### config.mk
export PLATFORM = sky130hd
export DESIGN_NAME = motor_duty_sequencer_flat
export DESIGN_NICKNAME = d
export VERILOG_FILES = /design/src/rtl/motor_duty_sequencer_pkg.sv /design/src/rtl/motor_duty_sequencer_if.sv /design/src/rtl/motor_duty_sequencer_slew_limiter.sv /design/src/rtl/motor_duty_sequencer.sv /design/src/flat_wrapper.sv
export SDC_FILE = /design/constraint.sdc
export NUM_CORES = 1
export LEC_CHECK = 0
export BUFFER_PORTS_ARGS = -buffer_cell sky130_fd_sc_hd__buf_2
export CORE_MARGIN = 3
export CORE_UTILIZATION = 53
export DETAILED_ROUTE_END_ITERATION = 8
export PLACE_DENSITY_LB_ADDON = 0.1
export SLEW_MARGIN = 20
export SYNTH_ARGS = -nofsm -noshare
export SYNTH_HDL_FRONTEND = slang
export SYNTH_SLANG_ARGS = --single-unit
### constraint.sdc
create_clock -name clk -period 6.95 [get_ports clk]
set_clock_uncertainty 0.1 [all_clocks]
set_input_delay 1.0425 -clock clk [delete_from_list [all_inputs] [get_ports clk]]
set_output_delay 1.0425 -clock clk [all_outputs]
set_load 0.02 [all_outputs]
### src/rtl/motor_duty_sequencer_pkg.sv
// Shared types for the motor duty sequencer:
// FSM state codes, duty width, PWM period length.
package fc_pkg;

   localparam int DUTY_W = 8;

   typedef enum logic [1:0] {
      ST_DISARMED = 2'b00,
      ST_ARMING   = 2'b01,
      ST_ARMED    = 2'b10,
      ST_FAILSAFE = 2'b11
   } fc_state_e;

   function automatic int max_count(
      input int clk_freq,
      input int pwm_freq
   );
      return clk_freq / pwm_freq;
   endfunction

endpackage

### src/rtl/motor_duty_sequencer_if.sv
// Command handshake bundle from the flight loop.
// master: drives cmd_valid/cmd_duty; slave: drives cmd_ready.
interface motor_duty_sequencer_if #(
   parameter int NUM_MOTORS = 4
);
   import fc_pkg::*;

   logic                         cmd_valid;
   logic                         cmd_ready;
   logic [DUTY_W*NUM_MOTORS-1:0] cmd_duty;

   modport master (
      output cmd_valid,
      output cmd_duty,
      input  cmd_ready
   );

   modport slave (
      input  cmd_valid,
      input  cmd_duty,
      output cmd_ready
   );

endinterface

### src/rtl/motor_duty_sequencer_slew_limiter.sv
// One duty channel: steps toward target by <= SLEW_STEP per tick.
// in: clk, reset_n, tick, load, load_val, target; out: duty.
module slew_limiter
   import fc_pkg::*;
#(
   parameter int SLEW_STEP = 2
)(
   input  logic              clk,
   input  logic              reset_n,
   input  logic              tick,
   input  logic              load,
   input  logic [DUTY_W-1:0] load_val,
   input  logic [DUTY_W-1:0] target,
   output logic [DUTY_W-1:0] duty
);

   localparam int W = DUTY_W + 2;
   localparam logic signed [W-1:0] STEP_P = W'(SLEW_STEP);
   localparam logic signed [W-1:0] STEP_N = -STEP_P;

   logic [DUTY_W-1:0]   duty_q, duty_d;
   logic signed [W-1:0] diff, step, sum;

   always_comb begin
      diff = $signed({2'b00, target}) - $signed({2'b00, duty_q});
      step = diff;
      if (diff > STEP_P) step = STEP_P;
      if (diff < STEP_N) step = STEP_N;
      sum = $signed({2'b00, duty_q}) + step;
      duty_d = duty_q;
      if (load) begin
         duty_d = load_val;
      end else if (tick) begin
         // sign bit -> below 0, bit 8 -> above 255
         if (sum[W-1])      duty_d = '0;
         else if (sum[W-2]) duty_d = '1;
         else               duty_d = sum[DUTY_W-1:0];
      end
   end

   always_ff @(posedge clk or negedge reset_n) begin
      if (!reset_n) duty_q <= '0;
      else          duty_q <= duty_d;
   end

   assign duty = duty_q;

endmodule

### src/rtl/motor_duty_sequencer.sv
// ESC arming/failsafe sequencer in front of the PWM generators.
// in: clk, reset_n, arm_req, cmd (slave); out: duty_out, period_tick,
// armed, failsafe, state.
module motor_duty_sequencer
   import fc_pkg::*;
#(
   parameter int CLK_FREQ        = 100000000,
   parameter int PWM_FREQ        = 20000,
   parameter int NUM_MOTORS      = 4,
   parameter int ARM_PERIODS     = 2000,
   parameter int TIMEOUT_PERIODS = 2000,
   parameter int SLEW_STEP       = 2,
   parameter int IDLE_DUTY       = 20
)(
   input  logic                         clk,
   input  logic                         reset_n,
   input  logic                         arm_req,
   motor_duty_sequencer_if.slave        cmd,
   output logic [DUTY_W*NUM_MOTORS-1:0] duty_out,
   output logic                         period_tick,
   output logic                         armed,
   output logic                         failsafe,
   output logic [1:0]                   state
);

   localparam int MAX_COUNT = max_count(CLK_FREQ, PWM_FREQ);
   localparam int CNT_W = (MAX_COUNT > 1) ? $clog2(MAX_COUNT) : 1;
   localparam int ARM_W = $clog2(ARM_PERIODS + 1);
   localparam int WD_W  = $clog2(TIMEOUT_PERIODS + 1);

   localparam logic [CNT_W-1:0]  CNT_LAST = CNT_W'(MAX_COUNT - 1);
   localparam logic [ARM_W-1:0]  ARM_LAST = ARM_W'(ARM_PERIODS - 1);
   localparam logic [WD_W-1:0]   WD_TO    = WD_W'(TIMEOUT_PERIODS);
   localparam logic [DUTY_W-1:0] IDLE_D   = DUTY_W'(IDLE_DUTY);

   typedef logic [NUM_MOTORS-1:0][DUTY_W-1:0] duty_vec_t;

   fc_state_e        state_q;
   logic [CNT_W-1:0] cnt_q;
   logic [ARM_W-1:0] arm_cnt_q;
   logic [WD_W-1:0]  wd_q, wd_inc;
   logic             arm_prev_q;
   logic             fs_q;
   duty_vec_t        tgt_q;
   duty_vec_t        cmd_clamp;
   duty_vec_t        duty_w;

   logic tick, accept, rise, all_idle;
   logic go_dis, go_armed, go_fs;
   logic slew_tick, slew_load;
   logic [DUTY_W-1:0] slew_val;

   always_comb begin
      tick     = (cnt_q == CNT_LAST);
      accept   = cmd.cmd_valid && (state_q == ST_ARMED);
      rise     = arm_req && !arm_prev_q;
      wd_inc   = wd_q + 1'b1;
      all_idle = 1'b1;
      for (int i = 0; i < NUM_MOTORS; i++) begin
         if (duty_w[i] != IDLE_D) all_idle = 1'b0;
         cmd_clamp[i] = cmd.cmd_duty[i*DUTY_W +: DUTY_W];
         if (cmd_clamp[i] < IDLE_D) cmd_clamp[i] = IDLE_D;
      end
      // dropping arm_req outranks every other transition
      go_dis = (state_q != ST_DISARMED) &&
               (!arm_req ||
                ((state_q == ST_FAILSAFE) && tick && all_idle));
      go_armed = (state_q == ST_ARMING) && arm_req && tick &&
                 (arm_cnt_q == ARM_LAST);
      // an accept on the timeout tick keeps us ARMED
      go_fs = (state_q == ST_ARMED) && arm_req && tick &&
              !accept && (wd_inc == WD_TO);
      slew_tick = tick && ((state_q == ST_ARMED) ||
                           (state_q == ST_FAILSAFE));
      slew_load = go_dis || go_armed;
      slew_val  = go_armed ? IDLE_D : '0;
   end

   always_ff @(posedge clk or negedge reset_n) begin
      if (!reset_n) begin
         state_q    <= ST_DISARMED;
         cnt_q      <= '0;
         arm_cnt_q  <= '0;
         wd_q       <= '0;
         arm_prev_q <= 1'b0;
         fs_q       <= 1'b0;
         tgt_q      <= {NUM_MOTORS{IDLE_D}};
      end else begin
         cnt_q      <= tick ? '0 : cnt_q + 1'b1;
         arm_prev_q <= arm_req;
         if (go_dis) begin
            state_q   <= ST_DISARMED;
            arm_cnt_q <= '0;
            wd_q      <= '0;
            tgt_q     <= {NUM_MOTORS{IDLE_D}};
         end else begin
            unique case (state_q)
               ST_DISARMED: begin
                  if (rise) begin
                     state_q   <= ST_ARMING;
                     fs_q      <= 1'b0;
                     arm_cnt_q <= '0;
                  end
               end
               ST_ARMING: begin
                  if (go_armed) begin
                     state_q <= ST_ARMED;
                     wd_q    <= '0;
                     tgt_q   <= {NUM_MOTORS{IDLE_D}};
                  end else if (tick) begin
                     arm_cnt_q <= arm_cnt_q + 1'b1;
                  end
               end
               ST_ARMED: begin
                  if (accept) begin
                     tgt_q <= cmd_clamp;
                     wd_q  <= '0;
                  end else if (go_fs) begin
                     state_q <= ST_FAILSAFE;
                     fs_q    <= 1'b1;
                     wd_q    <= '0;
                     tgt_q   <= {NUM_MOTORS{IDLE_D}};
                  end else if (tick) begin
                     wd_q <= wd_inc;
                  end
               end
               ST_FAILSAFE: begin
                  tgt_q <= {NUM_MOTORS{IDLE_D}};
               end
            endcase
         end
      end
   end

   for (genvar g = 0; g < NUM_MOTORS; g++) begin : g_ch
      slew_limiter #(
         .SLEW_STEP (SLEW_STEP)
      ) u_slew (
         .clk      (clk),
         .reset_n  (reset_n),
         .tick     (slew_tick),
         .load     (slew_load),
         .load_val (slew_val),
         .target   (tgt_q[g]),
         .duty     (duty_w[g])
      );
   end

   assign duty_out      = duty_w;
   assign period_tick   = tick;
   assign armed         = (state_q == ST_ARMED);
   assign failsafe      = fs_q;
   assign state         = state_q;
   assign cmd.cmd_ready = (state_q == ST_ARMED);

endmodule
### src/flat_wrapper.sv
// flat-port wrapper written by rule: the top's interface ports become plain ports
module motor_duty_sequencer_flat import fc_pkg::*;
#(
   parameter int CLK_FREQ        = 100000000,
   parameter int PWM_FREQ        = 20000,
   parameter int NUM_MOTORS      = 4,
   parameter int ARM_PERIODS     = 2000,
   parameter int TIMEOUT_PERIODS = 2000,
   parameter int SLEW_STEP       = 2,
   parameter int IDLE_DUTY       = 20
)
  (clk, reset_n, arm_req, duty_out, period_tick, armed, failsafe, state, cmd_cmd_valid, cmd_cmd_duty, cmd_cmd_ready);
  motor_duty_sequencer_if #(.NUM_MOTORS(NUM_MOTORS)) cmd_i ();
  input  logic clk;
  input  logic reset_n;
  input  logic arm_req;
  output logic [DUTY_W*NUM_MOTORS-1:0] duty_out;
  output logic period_tick;
  output logic armed;
  output logic failsafe;
  output logic [1:0] state;
  input wire logic [$bits(cmd_i.cmd_valid)-1:0] cmd_cmd_valid;
  input wire logic [$bits(cmd_i.cmd_duty)-1:0] cmd_cmd_duty;
  output wire logic [$bits(cmd_i.cmd_ready)-1:0] cmd_cmd_ready;
  assign cmd_i.cmd_valid = cmd_cmd_valid;
  assign cmd_i.cmd_duty = cmd_cmd_duty;
  assign cmd_cmd_ready = cmd_i.cmd_ready;
  motor_duty_sequencer #(.CLK_FREQ(CLK_FREQ), .PWM_FREQ(PWM_FREQ), .NUM_MOTORS(NUM_MOTORS), .ARM_PERIODS(ARM_PERIODS), .TIMEOUT_PERIODS(TIMEOUT_PERIODS), .SLEW_STEP(SLEW_STEP), .IDLE_DUTY(IDLE_DUTY)) u_core (.clk(clk), .reset_n(reset_n), .arm_req(arm_req), .cmd(cmd_i), .duty_out(duty_out), .period_tick(period_tick), .armed(armed), .failsafe(failsafe), .state(state));
endmodule
# Word level (Yosys, flattened, before mapping)
# Index checks and enable logic that the tools add are counted.
[classes]
mux = 60
n_addsub = 11
n_mul = 0
n_div = 0
bitwise_logic = 1
n_eq_ne = 21
n_reduce_logical = 32
n_lt_le_gt_ge = 12
n_shift = 0
[ops]
columns = ["op", "count"]
rows = [
  ["$mux W8", 20],
  ["$mux W32", 4],
  ["$mux W11", 9],
  ["$pmux W32 S3", 1],
  ["$mux W10", 8],
  ["$pmux W11 S2", 2],
  ["$add A9 B10 Y10", 4],
  ["$gt A10 B3 Y1 const B", 4],
  ["$lt A10 B2 Y1 const B", 4],
  ["$sub A8 B8 Y9", 4],
  ["$lt A8 B5 Y1 const B", 4],
  ["$ne A8 B5 Y1 const B", 4],
  ["$add A11 B1 Y11 const B", 2],
  ["$eq A11 B11 Y1 const B", 2],
  ["$add A13 B1 Y13 const B", 1],
  ["$eq A13 B13 Y1 const B", 1],
  ["$logic_and A1 B1 Y1", 13],
  ["$mux W13", 1],
  ["$ne A3 B1 Y1 const B", 4],
  ["$mux W2", 5],
  ["$reduce_and A5 Y1", 2],
  ["$reduce_bool A4 Y1", 2],
  ["$mux W1", 7],
  ["$pmux W2 S3", 1],
  ["18 further kinds", 28],
]
[totals]
output_inout_bits = 38
ff_bits = 103
romBits = 0
input_bits = 36
word_cells = 151
latchBits = 0
memories = 0
ram_bits = 0

# Logic depth before layout (Yosys ltp)
[depth]
depth_word = 10
depth_mapped = 21

# Modules after synthesis
# From an unflattened synthesis, not the netlist that was laid out.
[hier_totals]
cells_unflattened = 1003
area_unflattened_um2 = 9049.9
[modules_own_cells]
columns = ["module", "seq_area_each_um2", "area_per_inst_um2", "instances", "cells_per_inst"]
rows = [
  ["slew_limiter at u_core.g_ch[0].u_slew ...", 200.2, 1291.2, 3, 157],
  ["motor_duty_sequencer", 1786.7, 3851.2, 1, 382],
  ["slew_limiter at u_core.g_ch[3].u_slew", 200.2, 1325.0, 1, 150],
]

# Worst setup path after synthesis
# Ideal clock, no wire load.
[synth_path]
kind = "reg2reg"
startpoint = "reg u_core.g_ch[1].u_slew.duty_q[0]"
endpoint = "reg u_core.g_ch[1].u_slew.duty_q[2]"
period_less_slack_ns = 4.403
arrival_ns = 4.217
stages_incl_launch_ff = 21
required_time_ns = 6.763
setup_slack_ns = 2.547
setup_time_ns = 0.087
cell_sequence = "dfrtp_1 > ha_1 > inv_1 > fa_1 > a21o_1 > a21oi_1 > xor2_1 > o21ai_0 > or4_1 > mux2i_1 > and2_1 > ha_1 > inv_1 > fa_1 > nor2b_1 > o21ai_0 > a21o_1 > a21oi_1 > xor2_1 > nor2_1 > o211ai_1"
[synth_via]
elab_chain_cells = 9
elab_cells_between_ends = 19
classes_between = "add/sub (2); order compare (2); eq/ne (1); mux (9); reduce/logical (5)"
[synth_lines]
columns = ["item", "line", "rtl"]
rows = [
  ["start: declaration", "motor_duty_sequencer_slew_limiter.sv:21", "logic [DUTY_W-1:0] duty_q, duty_d;"],
  ["start signal: assignment", "motor_duty_sequencer_slew_limiter.sv:43", "else duty_q <= duty_d;"],
  ["$sub A8 B8 Y9 / $ne A8 B5 Y1 (equally long branches)", "motor_duty_sequencer_slew_limiter.sv:25, motor_duty_sequencer.sv:60", ""],
  ["$gt A10 B3 Y1 / $mux W1 (equally long branches)", "motor_duty_sequencer_slew_limiter.sv:27, motor_duty_sequencer.sv:60", ""],
  ["$mux W10 / $mux W1 (equally long branches)", "motor_duty_sequencer_slew_limiter.sv:27, motor_duty_sequencer.sv:60", ""],
  ["$mux W10 / $mux W1 (equally long branches)", "motor_duty_sequencer_slew_limiter.sv:28, motor_duty_sequencer.sv:60", ""],
  ["$add A9 B10 Y10 / $logic_and A1 B1 Y1 (equally long branches)", "motor_duty_sequencer_slew_limiter.sv:29, motor_duty_sequencer.sv:67", ""],
  ["$mux W8 / $logic_or A1 B1 Y1 (equally long branches)", "motor_duty_sequencer_slew_limiter.sv:36, motor_duty_sequencer.sv:66", ""],
  ["$mux W8 / $logic_and A1 B1 Y1 (equally long branches)", "motor_duty_sequencer_slew_limiter.sv:35, motor_duty_sequencer.sv:65", ""],
  ["$mux W8 / $logic_or A1 B1 Y1 (equally long branches)", "motor_duty_sequencer_slew_limiter.sv:33, motor_duty_sequencer.sv:75", ""],
  ["$mux W8 / $reduce_bool A2 Y1 (equally long branches)", "--", ""],
]
# Parallel ways exist; a longest one is shown, timed or not. The select of a mux whose other input is x is not followed.
# A chain may end at the register's enable or synchronous reset.

# Final worst setup path
[layout_path]
startpoint = "reg u_core.g_ch[1].u_slew.duty_q[0]"
endpoint = "reg u_core.g_ch[1].u_slew.duty_q[4]"
# Same word-level chain as after synthesis.

==> flow_metrics.env <==
export IMPL_hold_viol=0
export IMPL_cts_inserted_buffers=9
export IMPL_cts_setup_buffers=0
export IMPL_viasPerCell=5.800
export IMPL_intPower_mw=1.242
export IMPL_synth_nets=1041
export IMPL_wl_um=19490
export IMPL_grt_pass1_wl_um=32160
export IMPL_place_gp_congestion=0.8549
export IMPL_drtAntennaViolNets=0
export IMPL_clock_latency_ns=0.36
export IMPL_seq_area_um2=2587
export IMPL_seq_power_share=0.324
export IMPL_final_cells=1181
export IMPL_cap_violations=0
export IMPL_syn_inst=925
export IMPL_die_area_um2=16650
export IMPL_cts_resized_gates=0
export IMPL_clkPwrFrac=0.277
export IMPL_fin_setup_tns_ns=0
export IMPL_crit_chain="ha_1 -> inv_1 -> fa_1 -> a211oi_1 -> nor2_1 -> o31ai_2 -> o2bb2ai_1 -> nand4_1 -> mux2i_1 -> and2_1 -> ha_1 -> inv_1 -> fa_1 -> nor2b_1 -> o21ai_0 -> a21o_1 -> a21oi_1 -> xor2_1 -> nor2_1 -> o211ai_1"
export IMPL_p_per_area_nw_per_um2=226.8
export IMPL_rows=44
export IMPL_clkSinkCount=103
export IMPL_track_usage=0.2410
export IMPL_multiInputGateArea_um2=5015
export IMPL_wl_per_cell_um=16.50
export IMPL_die_y_um=129.0
export IMPL_ir_worst_vdd_mv=0.2415
export IMPL_p_sw_mw=0.7606
export IMPL_cts_tree="done"
export IMPL_end_kind="register"
export IMPL_fmax_ghz=0.2047
export IMPL_place_port_buffers=73
export IMPL_yosys_top_cells_area="dfrtp_1, ha_1, nor2_1"
export IMPL_layout_drive_gt1_share=0.1244
export IMPL_maxSlewHeadroom=0.2713
export IMPL_worstPathArrival_ns=5.06
export IMPL_finalMaxSlewViolations=0
export IMPL_initial_utilization=0.5478
export IMPL_htree_levels=3
export IMPL_diodes=0
export IMPL_swShare=0.3797
export IMPL_cp_slowest_cell="xor2_1"
export IMPL_clk_pin_slew_ns=0.07
export IMPL_ys_warn_count=0
export IMPL_max_stage_delay_ns=0.49
export IMPL_fin_nets=1108
export IMPL_vias=6850
export IMPL_tightest_slew_ns=1.093
export IMPL_ys_ff_latch=103
export IMPL_rsz0062_at_grt="no"
export IMPL_setup_worst_path_start_class="register"
export IMPL_period_minus_slack_ns=4.885
export IMPL_status="finished clean"
export IMPL_drtIter0Drc=382
export IMPL_die_w_um=129.0
export IMPL_drc=0
export IMPL_placed_cells=1165
export IMPL_syn_area_per_cell_um2=8.673
export IMPL_pin_count=74
export IMPL_antenna_found_initial=0
export IMPL_core_area_um2=14640
export IMPL_clockBufferDepth=2
export IMPL_synth_edf_count=0
export IMPL_finalSetupViolations=0
export IMPL_netlist_area_um2=8023
export IMPL_combinationalPowerShare=0.399
export IMPL_utilization=0.6030
export IMPL_fillerInstances=1361
export IMPL_hp_class="reg2reg"
export IMPL_first_pass_iters=5
export IMPL_ys_seq_area_frac=0.3225
export IMPL_power_static_leakage_nw=4.090
export IMPL_cts_root_buf="clkbuf_16"
export IMPL_synth_cell_types=78
export IMPL_grt_max_degree=59
export IMPL_criticalPathCategory="reg2reg"
export IMPL_yosysTopAreaCell="dfrtp_1"
export IMPL_cp_required_ns=7.13
export IMPL_grt_pass1_vias=6483
export IMPL_post_dp_hpwl_um=14620
export IMPL_synthFlopType="dfrtp_1"
export IMPL_min_period_over_period=0.7029
export IMPL_hold_buffers=0
export IMPL_overflow=0
export IMPL_syn2layout_area_growth_pct=10.06
export IMPL_synthArstFlopShare=1.000
export IMPL_synth_top_area_frac=0.2963
export IMPL_critPathMaxFanout=8
critical path: cells and delay by family (launching register included):
family / cells / cell delay, ns
flops: 1 / 0.43
buf+inv: 2 / 0.11
compound gates: 7 / 1.57
xor+xnor: 1 / 0.49
mux: 1 / 0.23
fa+ha+maj: 4 / 1.19
simple gates: 5 / 0.68
path summary, 6_finish.rpt:
kind	startpoint	to	slack, ns	cells after the start
max	u_core.g_ch[1].u_slew.duty[0]$_DFFE_PN0P_	u_core.g_ch[1].u_slew.duty[4]$_DFFE_PN0P_	2.06	20
min	u_core.cnt_q[0]$_DFF_PN0_	u_core.cnt_q[0]$_DFF_PN0_	0.39	1
max reg2reg	u_core.g_ch[1].u_slew.duty[0]$_DFFE_PN0P_	u_core.g_ch[1].u_slew.duty[4]$_DFFE_PN0P_	2.06	20
min reg2reg	u_core.cnt_q[0]$_DFF_PN0_	u_core.cnt_q[0]$_DFF_PN0_	0.39	1
max in group asynchronous	reset_n	u_core.g_ch[0].u_slew.duty[2]$_DFFE_PN0P_	4.99	2
min in group asynchronous	reset_n	u_core.g_ch[3].u_slew.duty[7]$_DFFE_PN0P_	0.59	1
cells in the mapped netlist (all sizes together) (12+ instances only):
master and instances:
a211oi 17, dfrtp 95, inv 78, nor3 19, a22o 20, nand3 19
o21ai 75, nor2b 19, xnor2 33, nand2 69, xor2 25, nor2 111
o2bb2ai 12, a21oi 37, nand2b 13, nand4 22, ha 72
layer usage:
layer	vias to the layer above	share of wire	track usage
met5	-	0	0
met4	0	0.026	0.07783
met3	31	0.036	0.04493
met2	126	0.47	0.3960
met1	3230	0.47	0.3235
li1	3463	-	-
layout make-up:
type	count	share of cell area
Inverter	78	0.03316
Clock buffer	10	0.02593
Sequential cell	103	0.2930
Clock inverter	6	0.009636
Tap cell	184	0.02607
Timing Repair Buffer	76	0.04421
Multi-Input combinational cell	724	0.5679
flip-flops by register name (all words and copies together), names as in the netlist:
| register | flops |
|---|---|
| u_core.wd_q | 11 |
| u_core.state | 2 |
| u_core.g_ch.u_slew.duty | 32 |
| u_core.arm_cnt_q | 11 |
| u_core.failsafe | 1 |
| u_core.tgt_q | 32 |
| u_core.arm_prev_q | 1 |
| u_core.cnt_q | 13 |
power groups by stage:
stage,registers [mW],clock network (mW),logic (mW)
floorplan,0.660,0,0.626
global placement,0.660,0,0.785
detailed placement,0.660,0,0.793
CTS,0.649,0.564,0.799
global route,0.652,0.592,0.892
finish,0.648,0.555,0.799
cell usage in the layout (no fill, tap or decap), drive strengths merged, types with 9 or more instances in the layout:
master     n
nor2     111
dfrtp     95
inv       78
buf       76
o21ai     75
ha        72
nand2     69
a21oi     37
xnor2     33
xor2      25
nand4     22
a22o      20
nor2b     19
nor3      19
nand3     19
a211oi    17
nand2b    13
o2bb2ai   12
o211ai    11
a21o      11
clkbuf    10
o21a       9
o31ai      9
kinds of logic (layout without fill, tap and decap cells):
kind of cell    after synthesis  after routing  share of synthesized area
fa+ha+maj                    80             80                     0.1323
mux                           6              6                   0.007642
buf+inv                      98            170                    0.05318
xor+xnor                     58             58                    0.06332
simple gates                335            335                     0.2124
flops                       103            103                     0.3225
compound gates              245            245                     0.2087
per-stage QoR:
stage	total power, mW	hold WS, ns	area [µm²]	worst slack [ns]
2_1_floorplan	1.286	0.3546	8023	2.547
3_3_place_gp	1.445	0.3780	8516	2.245
3_5_place_dp	1.453	0.3868	8516	2.092
4_1_cts	2.012	0.3928	8830	2.086
5_1_grt	2.136	0.4185	8830	1.569
6_report	2.003	0.3896	8830	2.065
(Power assumes the default switching activity.)
